<file path="src/rtl/fetch_pkg.sv">
// fetch_pkg: shared types and constants for the instruction-fetch controller.
//   fetch_state_e  - two-state fetch FSM encoding (REQ / WAIT)
//   NOP_INST       - instruction value used when no real instruction exists
//   RST_*          - reset values of controller state and the decode-facing register
//   pc_misaligned  - word-alignment test on the two low PC bits
package fetch_pkg;

   typedef enum logic {
      ST_REQ  = 1'b0,
      ST_WAIT = 1'b1
   } fetch_state_e;

   localparam logic [31:0]  NOP_INST    = 32'h0000_0000;
   localparam fetch_state_e RST_STATE   = ST_REQ;
   localparam logic         RST_DISCARD = 1'b0;
   localparam logic         RST_VALID   = 1'b0;
   localparam logic         RST_ADEL    = 1'b0;
   localparam logic [31:0]  RST_PC      = 32'h0000_0000;

   function automatic logic pc_misaligned(input logic [1:0] pc_lo);
      return (pc_lo != 2'b00);
   endfunction

endpackage

</file>
<file path="src/rtl/fetch_skid_buf.sv">
// fetch_skid_buf: one-entry holding buffer for a fetched instruction that
// arrived while the decode-facing register was occupied and stalled.
// Ports:
//   clk, rst          - clock, asynchronous active-high reset
//   i_clr             - flush (redirect); highest priority
//   i_push            - load {i_data, i_pc, i_adel}; wins over i_pop
//   i_pop             - entry moved to the output register
//   o_full            - entry present
//   o_data/o_pc/o_adel- stored entry
module fetch_skid_buf
   import fetch_pkg::*;
#(
   parameter int WIDTH = 32
) (
   input  logic             clk,
   input  logic             rst,
   input  logic             i_clr,
   input  logic             i_push,
   input  logic             i_pop,
   input  logic [WIDTH-1:0] i_data,
   input  logic [WIDTH-1:0] i_pc,
   input  logic             i_adel,
   output logic             o_full,
   output logic [WIDTH-1:0] o_data,
   output logic [WIDTH-1:0] o_pc,
   output logic             o_adel
);

   logic             r_full;
   logic [WIDTH-1:0] r_data;
   logic [WIDTH-1:0] r_pc;
   logic             r_adel;

   // Entry storage; a push in the same cycle as a pop keeps the buffer full with the new entry.
   always_ff @(posedge clk or posedge rst) begin
      if (rst) begin
         r_full <= 1'b0;
         r_data <= WIDTH'(NOP_INST);
         r_pc   <= WIDTH'(RST_PC);
         r_adel <= RST_ADEL;
      end else if (i_clr) begin
         r_full <= 1'b0;
      end else if (i_push) begin
         r_full <= 1'b1;
         r_data <= i_data;
         r_pc   <= i_pc;
         r_adel <= i_adel;
      end else if (i_pop) begin
         r_full <= 1'b0;
      end
   end

   assign o_full = r_full;
   assign o_data = r_data;
   assign o_pc   = r_pc;
   assign o_adel = r_adel;

endmodule

</file>
<file path="src/rtl/if_fetch_ctrl.sv">
// if_fetch_ctrl: instruction-fetch controller between the PC register, an
// SRAM-like instruction bus (one outstanding request) and the decode stage.
// Optional feature macro: FETCH_ALIGN_CHECK_EN (misaligned-PC fetch exception).
// Ports:
//   clk, rst                     - clock, asynchronous active-high reset
//   pc_q                         - current PC
//   pc_en, pc_clr, pc_t          - PC advance / redirect load / redirect target
//   redirect_valid, redirect_pc  - branch/exception redirect
//   id_stall                     - decode not accepting
//   inst_req, inst_addr          - bus request and address
//   inst_addr_ok, inst_data_ok   - bus address / data handshakes
//   inst_rdata                   - returned instruction
//   if_valid, if_inst, if_pc,    - registered decode-facing outputs
//   if_adel                        (if_adel is constant 0 without the macro)
module if_fetch_ctrl
   import fetch_pkg::*;
#(
   parameter int WIDTH = 32
) (
   input  logic             clk,
   input  logic             rst,
   input  logic [WIDTH-1:0] pc_q,
   output logic             pc_en,
   output logic             pc_clr,
   output logic [WIDTH-1:0] pc_t,
   input  logic             redirect_valid,
   input  logic [WIDTH-1:0] redirect_pc,
   input  logic             id_stall,
   output logic             inst_req,
   output logic [WIDTH-1:0] inst_addr,
   input  logic             inst_addr_ok,
   input  logic             inst_data_ok,
   input  logic [WIDTH-1:0] inst_rdata,
   output logic             if_valid,
   output logic [WIDTH-1:0] if_inst,
   output logic [WIDTH-1:0] if_pc,
   output logic             if_adel
);

   fetch_state_e     r_state;
   logic             r_discard;
   logic [WIDTH-1:0] r_req_pc;
   logic             r_if_valid;
   logic [WIDTH-1:0] r_if_inst;
   logic [WIDTH-1:0] r_if_pc;
   logic             r_if_adel;

   logic             w_skid_full;
   logic [WIDTH-1:0] w_skid_data;
   logic [WIDTH-1:0] w_skid_pc;
   logic             w_skid_adel;
   logic             w_misalign;
   logic             w_adel_new;
   logic             w_req;
   logic             w_accept;
   logic             w_data_take;
   logic             w_new_vld;
   logic [WIDTH-1:0] w_new_data;
   logic [WIDTH-1:0] w_new_pc;
   logic             w_out_free;
   logic             w_skid_push;
   logic             w_skid_pop;

`ifdef FETCH_ALIGN_CHECK_EN
   logic r_adel_sent;

   assign w_misalign = pc_misaligned(pc_q[1:0]);
   // The exception entry is produced once per misaligned PC; only a redirect or reset re-arms it.
   assign w_adel_new = (r_state == ST_REQ) && w_misalign && !r_adel_sent &&
                       !redirect_valid && !w_skid_full;

   // Tracks whether the address-error entry for the current PC was already delivered.
   always_ff @(posedge clk or posedge rst) begin
      if (rst) begin
         r_adel_sent <= 1'b0;
      end else if (redirect_valid) begin
         r_adel_sent <= 1'b0;
      end else if (w_adel_new) begin
         r_adel_sent <= 1'b1;
      end
   end
`else
   assign w_misalign = 1'b0;
   assign w_adel_new = 1'b0;
`endif

   // A new request is only possible with the skid empty, so a returning fetch always has a slot.
   assign w_req     = !rst && (r_state == ST_REQ) && !redirect_valid && !w_skid_full && !w_misalign;
   assign w_accept  = w_req && inst_addr_ok;
   assign inst_req  = w_req;
   assign inst_addr = pc_q;
   assign pc_en     = w_accept;
   assign pc_clr    = !rst && redirect_valid;
   assign pc_t      = redirect_pc;

   // Data in the redirect cycle belongs to the abandoned path and is dropped.
   assign w_data_take = (r_state == ST_WAIT) && inst_data_ok && !r_discard && !redirect_valid;
   assign w_new_vld   = w_data_take || w_adel_new;
   assign w_new_data  = w_adel_new ? WIDTH'(NOP_INST) : inst_rdata;
   assign w_new_pc    = w_adel_new ? pc_q : r_req_pc;

   assign w_out_free  = !r_if_valid || !id_stall;
   assign w_skid_pop  = w_out_free && w_skid_full;
   // New entry goes straight to the output register unless it is held or the skid is older.
   assign w_skid_push = w_new_vld && !(w_out_free && !w_skid_full);

   fetch_skid_buf #(.WIDTH(WIDTH)) u_skid (
      .clk    (clk),
      .rst    (rst),
      .i_clr  (redirect_valid),
      .i_push (w_skid_push),
      .i_pop  (w_skid_pop),
      .i_data (w_new_data),
      .i_pc   (w_new_pc),
      .i_adel (w_adel_new),
      .o_full (w_skid_full),
      .o_data (w_skid_data),
      .o_pc   (w_skid_pc),
      .o_adel (w_skid_adel)
   );

   // Fetch FSM: one outstanding request; discard marks a response owed to a redirected path.
   always_ff @(posedge clk or posedge rst) begin
      if (rst) begin
         r_state   <= RST_STATE;
         r_discard <= RST_DISCARD;
         r_req_pc  <= WIDTH'(RST_PC);
      end else begin
         case (r_state)
            ST_REQ: begin
               if (w_accept) begin
                  r_state  <= ST_WAIT;
                  r_req_pc <= pc_q;
               end else begin
                  r_state  <= ST_REQ;
               end
            end
            ST_WAIT: begin
               if (inst_data_ok) begin
                  r_state   <= ST_REQ;
                  r_discard <= 1'b0;
               end else if (redirect_valid) begin
                  r_discard <= 1'b1;
               end
            end
            default: begin
               r_state   <= ST_REQ;
               r_discard <= 1'b0;
            end
         endcase
      end
   end

   // Decode-facing register: skid entry has priority over fresh data to keep program order.
   always_ff @(posedge clk or posedge rst) begin
      if (rst) begin
         r_if_valid <= RST_VALID;
         r_if_inst  <= WIDTH'(NOP_INST);
         r_if_pc    <= WIDTH'(RST_PC);
         r_if_adel  <= RST_ADEL;
      end else if (redirect_valid) begin
         r_if_valid <= 1'b0;
      end else if (w_out_free) begin
         if (w_skid_full) begin
            r_if_valid <= 1'b1;
            r_if_inst  <= w_skid_data;
            r_if_pc    <= w_skid_pc;
            r_if_adel  <= w_skid_adel;
         end else if (w_new_vld) begin
            r_if_valid <= 1'b1;
            r_if_inst  <= w_new_data;
            r_if_pc    <= w_new_pc;
            r_if_adel  <= w_adel_new;
         end else begin
            r_if_valid <= 1'b0;
         end
      end
   end

   assign if_valid = r_if_valid;
   assign if_inst  = r_if_inst;
   assign if_pc    = r_if_pc;
   assign if_adel  = r_if_adel;

endmodule
</file>
<file path="config.mk">
export PLATFORM = sky130hd
export DESIGN_NAME = if_fetch_ctrl
export DESIGN_NICKNAME = d
export VERILOG_FILES = /design/src/rtl/fetch_pkg.sv /design/src/rtl/fetch_skid_buf.sv /design/src/rtl/if_fetch_ctrl.sv
export SDC_FILE = /design/constraint.sdc
export NUM_CORES = 1
export LEC_CHECK = 0
export ABC_AREA = 1
export CORE_ASPECT_RATIO = 0.5
export CORE_MARGIN = 5
export CORE_UTILIZATION = 43
export DETAILED_ROUTE_END_ITERATION = 8
export PLACE_DENSITY = 0.86
export SLEW_MARGIN = 5
export SYNTH_ARGS = -nofsm -noshare
export SYNTH_HDL_FRONTEND = slang
export SYNTH_HIERARCHICAL = 1
export SYNTH_SLANG_ARGS = --single-unit
</file>
<file path="constraint.sdc">
create_clock -name clk -period 3.12 [get_ports clk]
set_input_delay 0.624 -clock clk [delete_from_list [all_inputs] [get_ports clk]]
set_output_delay 0.624 -clock clk [all_outputs]
set_load 0.005 [all_outputs]
</file>
# Yosys cells after proc, flatten, opt, wreduce, memory -nomap -nowiden
# Index checks and enable logic that the tools add are counted.
[word_totals]
inputBits = 102
mem_bits_ro = 0
ramBits = 0
memories = 0
ff_bits = 165
latchBits = 0
out_inout_bits = 133
elab_cells = 57
[classes]
bitwise = 2
n_div = 0
n_mul = 0
shifts = 0
n_addsub = 0
muxes = 18
eq_ne = 0
n_reduce_logical = 27
magnitude_cmp = 0
[ops]
columns = ["op", "n"]
rows = [
  ["32-bit two-way mux", 4],
  ["1-bit two-way mux", 13],
  ["1-bit logical AND", 11],
  ["1-bit logical NOT", 7],
  ["2-bit AND reduction", 3],
  ["2-bit nonzero test", 3],
  ["3-bit AND reduction", 1],
  ["3-bit nonzero test", 1],
  ["1-bit inverter", 2],
  ["1-bit case mux with 2 select lines", 1],
  ["1-bit logical OR", 1],
]

# Depth between registers and ports, before layout
[depth]
ltp_word = 7
depth_mapped = 9

# Cells and area by module
# Netlist, hierarchy kept.
[by_module_without_submodules]
columns = ["mod", "instances", "area_per_inst_um2", "cells_per_inst", "seq_area_each_um2"]
rows = [
  ["if_fetch_ctrl", 1, 5207.5, 707, 2502.4],
  ["fetch_skid_buf", 1, 2608.8, 288, 1651.6],
]

# Worst setup path before layout
# No wires, ideal clock.
[synth_timing]
path_type = "in2out"
start = "input port redirect_valid"
end = "output port pc_en"
path_slack_ns = 1.315
required_time_ns = 2.496
n_path_buf = 1
cell_stages = 4
arrival_time_ns = 1.181
path_cell_list = "nor2_1 nand3_2 inv_2 buf_2"
[synth_between]
elab_chain_len = 4
[synth_lines]
columns = ["item", "line_no", "source"]
rows = [
  ["from (decl)", "if_fetch_ctrl.sv:26", "input logic redirect_valid,"],
  ["1-bit logical NOT", "if_fetch_ctrl.sv:88", "assign w_req = !rst && (r_state == ST_REQ) && !redirect_valid && !w_skid_full && !w_misalign;"],
  ["1-bit logical AND (2 in series)", "if_fetch_ctrl.sv:88", ""],
  ["1-bit logical AND", "if_fetch_ctrl.sv:89", "assign w_accept = w_req && inst_addr_ok;"],
  ["to (decl)", "if_fetch_ctrl.sv:23", "output logic pc_en,"],
]
# Every way passes these cells.

# Worst setup path in the final report
[layout_timing]
start = "input port rst"
end = "output port pc_en"
[layout_between]
elab_chain_len = 5
[layout_lines]
columns = ["item", "line_no", "source"]
rows = [
  ["from (decl)", "if_fetch_ctrl.sv:21", "input logic rst,"],
  ["1-bit logical NOT (no line)", "--", ""],
  ["1-bit logical AND (3 in series)", "if_fetch_ctrl.sv:88", ""],
  ["1-bit logical AND", "if_fetch_ctrl.sv:89", ""],
]
# Every way passes these cells.

==> results.toml <==
[status]
outcome = "completed"

[yosys]
synth_top_cell_area_share_pct = 53.15
yosys_warnings = 6
synth_area_leaders = "dfrtp_1, nand2_1, nand3_1, buf_4, buf_2"
ys_types = 17
avgSynthCellArea_um2 = 7.856
synth-seq-cells = 166
ys_seq_area_share_pct = 53.15
syn_inst = 995
synth_area_um2 = 7816
synth_top_area_cell = "dfrtp_1"
synth_nets = 1097

[critical_path]
worstPathRequired_ns = 2.50
worstPathCellList = "clkdlybuf4s50_1 -> nor2_1 -> nand3_2 -> inv_2 -> clkdlybuf4s50_1"
ff2ff_setup_slack_ns = 1.19
crit_path_top_delay_cell = "clkdlybuf4s50_1"
worstPathArrival_ns = 2.08
max_stage_delay_ns = 0.51
path_common_cell = "clkdlybuf4s50_1"
cp_max_fo = 4
path_class = "input pin to output port"
cp-end-kind = "output port"
cp-start-kind = "input pin"

[routing]
drt_iter0_drc = 559
wl_per_cell_um = 15.28
wl_mm = 20.22
via_count = 6617
post-route-drc-count = 0
vias_per_cell = 5.002
drtPass1Iterations = 5
ant_nets = 0

[clock_network]
clkSinkCount = 166
postCtsHoldBufs = 0
tritoncts = "done"
cts_max_level = 4
post_cts_buffers = 0
clk_pin_slew_worst_paths_ns = 0.06
numCtsBuffers = 17
cts-root-buf = "clkbuf_16"
clock_path_buffers = 2
cts-resized-gates = 0
clock_latency_ns = 0.41

[floorplan]
die-area_um2 = 21140
die_x_um = 200.7
die_h_um = 105.3
initial_core_util_pct = 44.38
num_rows = 34
ios = 235
core-area_um2 = 17610

[finish]
area_growth_pct = 24.94
finalNetCount = 1178
register_area_um2 = 4155
fin_cells = 1323
fill_cells = 1599
drive_gt1_share_pct = 5.693
n_antenna_cell = 0
multiInputGateArea_um2 = 2791

[timing]
max_freq_mhz = 369.3
period_needed_ns = 2.708
finalHoldWorstSlack_ns = 0.4683
min_period_over_period_pct = 86.78
rsz0062_at_grt = "no"
maxSlewViolCount = 0
tns_ns = 0
relSlewSlack_pct = 43.79
finClkSkew_ns = 0.01109
hold_viol_final = 0
worstMarginPinSlew_ns = 0.8414
setup_viol = 0

[placement]
post-place-cells = 1291
dp_hpwl_mm = 13.56
io_buffers = 170
gp_congestion = 0.7817

[power]
swShare_pct = 27.10
combPwrFrac_pct = 21.1
p_per_area_nw_per_um2 = 616.3
pwr-share-clk_pct = 33.4
p_int_uw = 4388
p_switching_uw = 1631
leakage_uw = 0.005102
seqPwrFrac_pct = 45.5
ir_drop_mv = 0.4717

[grt]
grt_overflow = 0
antenna_found_initial = 0
grt_pass1_vias = 6739
grt_usage_pct = 19.10
grt_max_degree = 76
grt_pass1_wl_mm = 33.56

[flow_run]
maxCapViolations = 0

[hold_path]
hp-class = "register to register"
through the flow:
step	utilization [%]	power, uW	instance area (um^2)	worst slack, ns
final	55.45	6019	9766	0.4123
after CTS	55.45	6084	9766	0.4010
after global routing	55.45	6360	9766	0.3107
after detailed placement	52.25	4069	9201	0.4110
after floorplan	-	3268	7820	0.8412
after global placement	52.25	4019	9201	0.4166
logic make-up after synthesis:
| group | synth area share (%) |
|---|---|
| other | 0.04798 |
| flip-flops | 53.15 |
| AND/OR/NAND/NOR | 34.02 |
| AO/OA/AOI/OAI | 1.345 |
| buffers and inverters | 11.45 |
sequential cells by signal, summed over array words and instances (netlist names):
signal / flops
r_state: 1
u_skid/o_data: 32
r_discard: 1
u_skid/o_adel: 1
r_req_pc: 32
if_pc: 32
if_adel: 1
u_skid/o_pc: 32
if_inst: 32
u_skid/o_full: 1
if_valid: 1
final timing paths:
kind                                                    start  cells after the start                       endpoint
worst min-delay path            u_skid/o_data[19]$_DFFE_PP0P_                      2  u_skid/o_data[19]$_DFFE_PP0P_
min in group asynchronous                                 rst                      2     u_skid/o_pc[4]$_DFFE_PP0P_
worst min register to register  u_skid/o_data[19]$_DFFE_PP0P_                      2  u_skid/o_data[19]$_DFFE_PP0P_
max in group asynchronous                                 rst                      3       r_req_pc[18]$_DFFE_PP0P_
worst max-delay path                                      rst                      5                          pc_en
worst max register to register      u_skid/o_full$_DFFE_PP0P_                      5           if_valid$_DFFE_PP0P_
critical path: cells and delay by family:
family | cells | cell delay [ns]
AND/OR/NAND/NOR | 2 | 0.35
buffers and inverters | 3 | 1.11
Yosys cell counts (all sizes together):
cell	instances
nand2	523
dfrtp	166
nand3	131
buf	120
inv	19
o21ai	19
nor2	7
clkbuf	6
a21oi	2
conb	1
or2	1
layout by cell type (no fill, tap or decap):
| cell type | instances |
|---|---|
| a21oi_4 | 1 |
| o21ai_0 | 19 |
| dfrtp_1 | 165 |
| buf_12 | 4 |
| nor2_1 | 6 |
| nand2_1 | 520 |
| buf_4 | 14 |
| clkinv_2 | 2 |
| clkbuf_16 | 17 |
| clkdlybuf4s50_1 | 170 |
| clkbuf_1 | 1 |
| or2_2 | 1 |
| nand3_1 | 130 |
| inv_2 | 4 |
| nand3_2 | 1 |
| dfrtp_2 | 1 |
| inv_1 | 14 |
| inv_6 | 5 |
| nor2_4 | 1 |
| clkbuf_8 | 1 |
| a21oi_1 | 1 |
| bufinv_16 | 1 |
| nand2_2 | 3 |
| conb_1 | 1 |
| clkinvlp_4 | 6 |
power groups by stage:
stage	combinational (uW)	clock, uW	sequential (uW)
after floorplan	503	0	2770
after global placement	1260	0	2760
after detailed placement	1290	0	2780
after CTS	1290	2050	2740
after global routing	1410	2160	2790
final	1270	2010	2740
cell type report:
| type | count | share of cell area [%] |
|---|---|---|
| Inverter | 19 | 0.7687 |
| Clock buffer | 19 | 4.536 |
| Multi-Input combinational cell | 684 | 28.58 |
| Sequential cell | 166 | 42.55 |
| Tap cell | 234 | 2.998 |
| Timing Repair Buffer | 188 | 19.32 |
| Clock inverter | 13 | 1.243 |
layer usage:
metal	up-vias	share of wire, %	GRT usage, %
met5	-	0	0
met3	40	6.3	4.081
met1	3141	41	23.29
met4	0	1.9	5.937
li1	3194	-	-
met2	242	51	34.39
(Power assumes the default switching activity.)
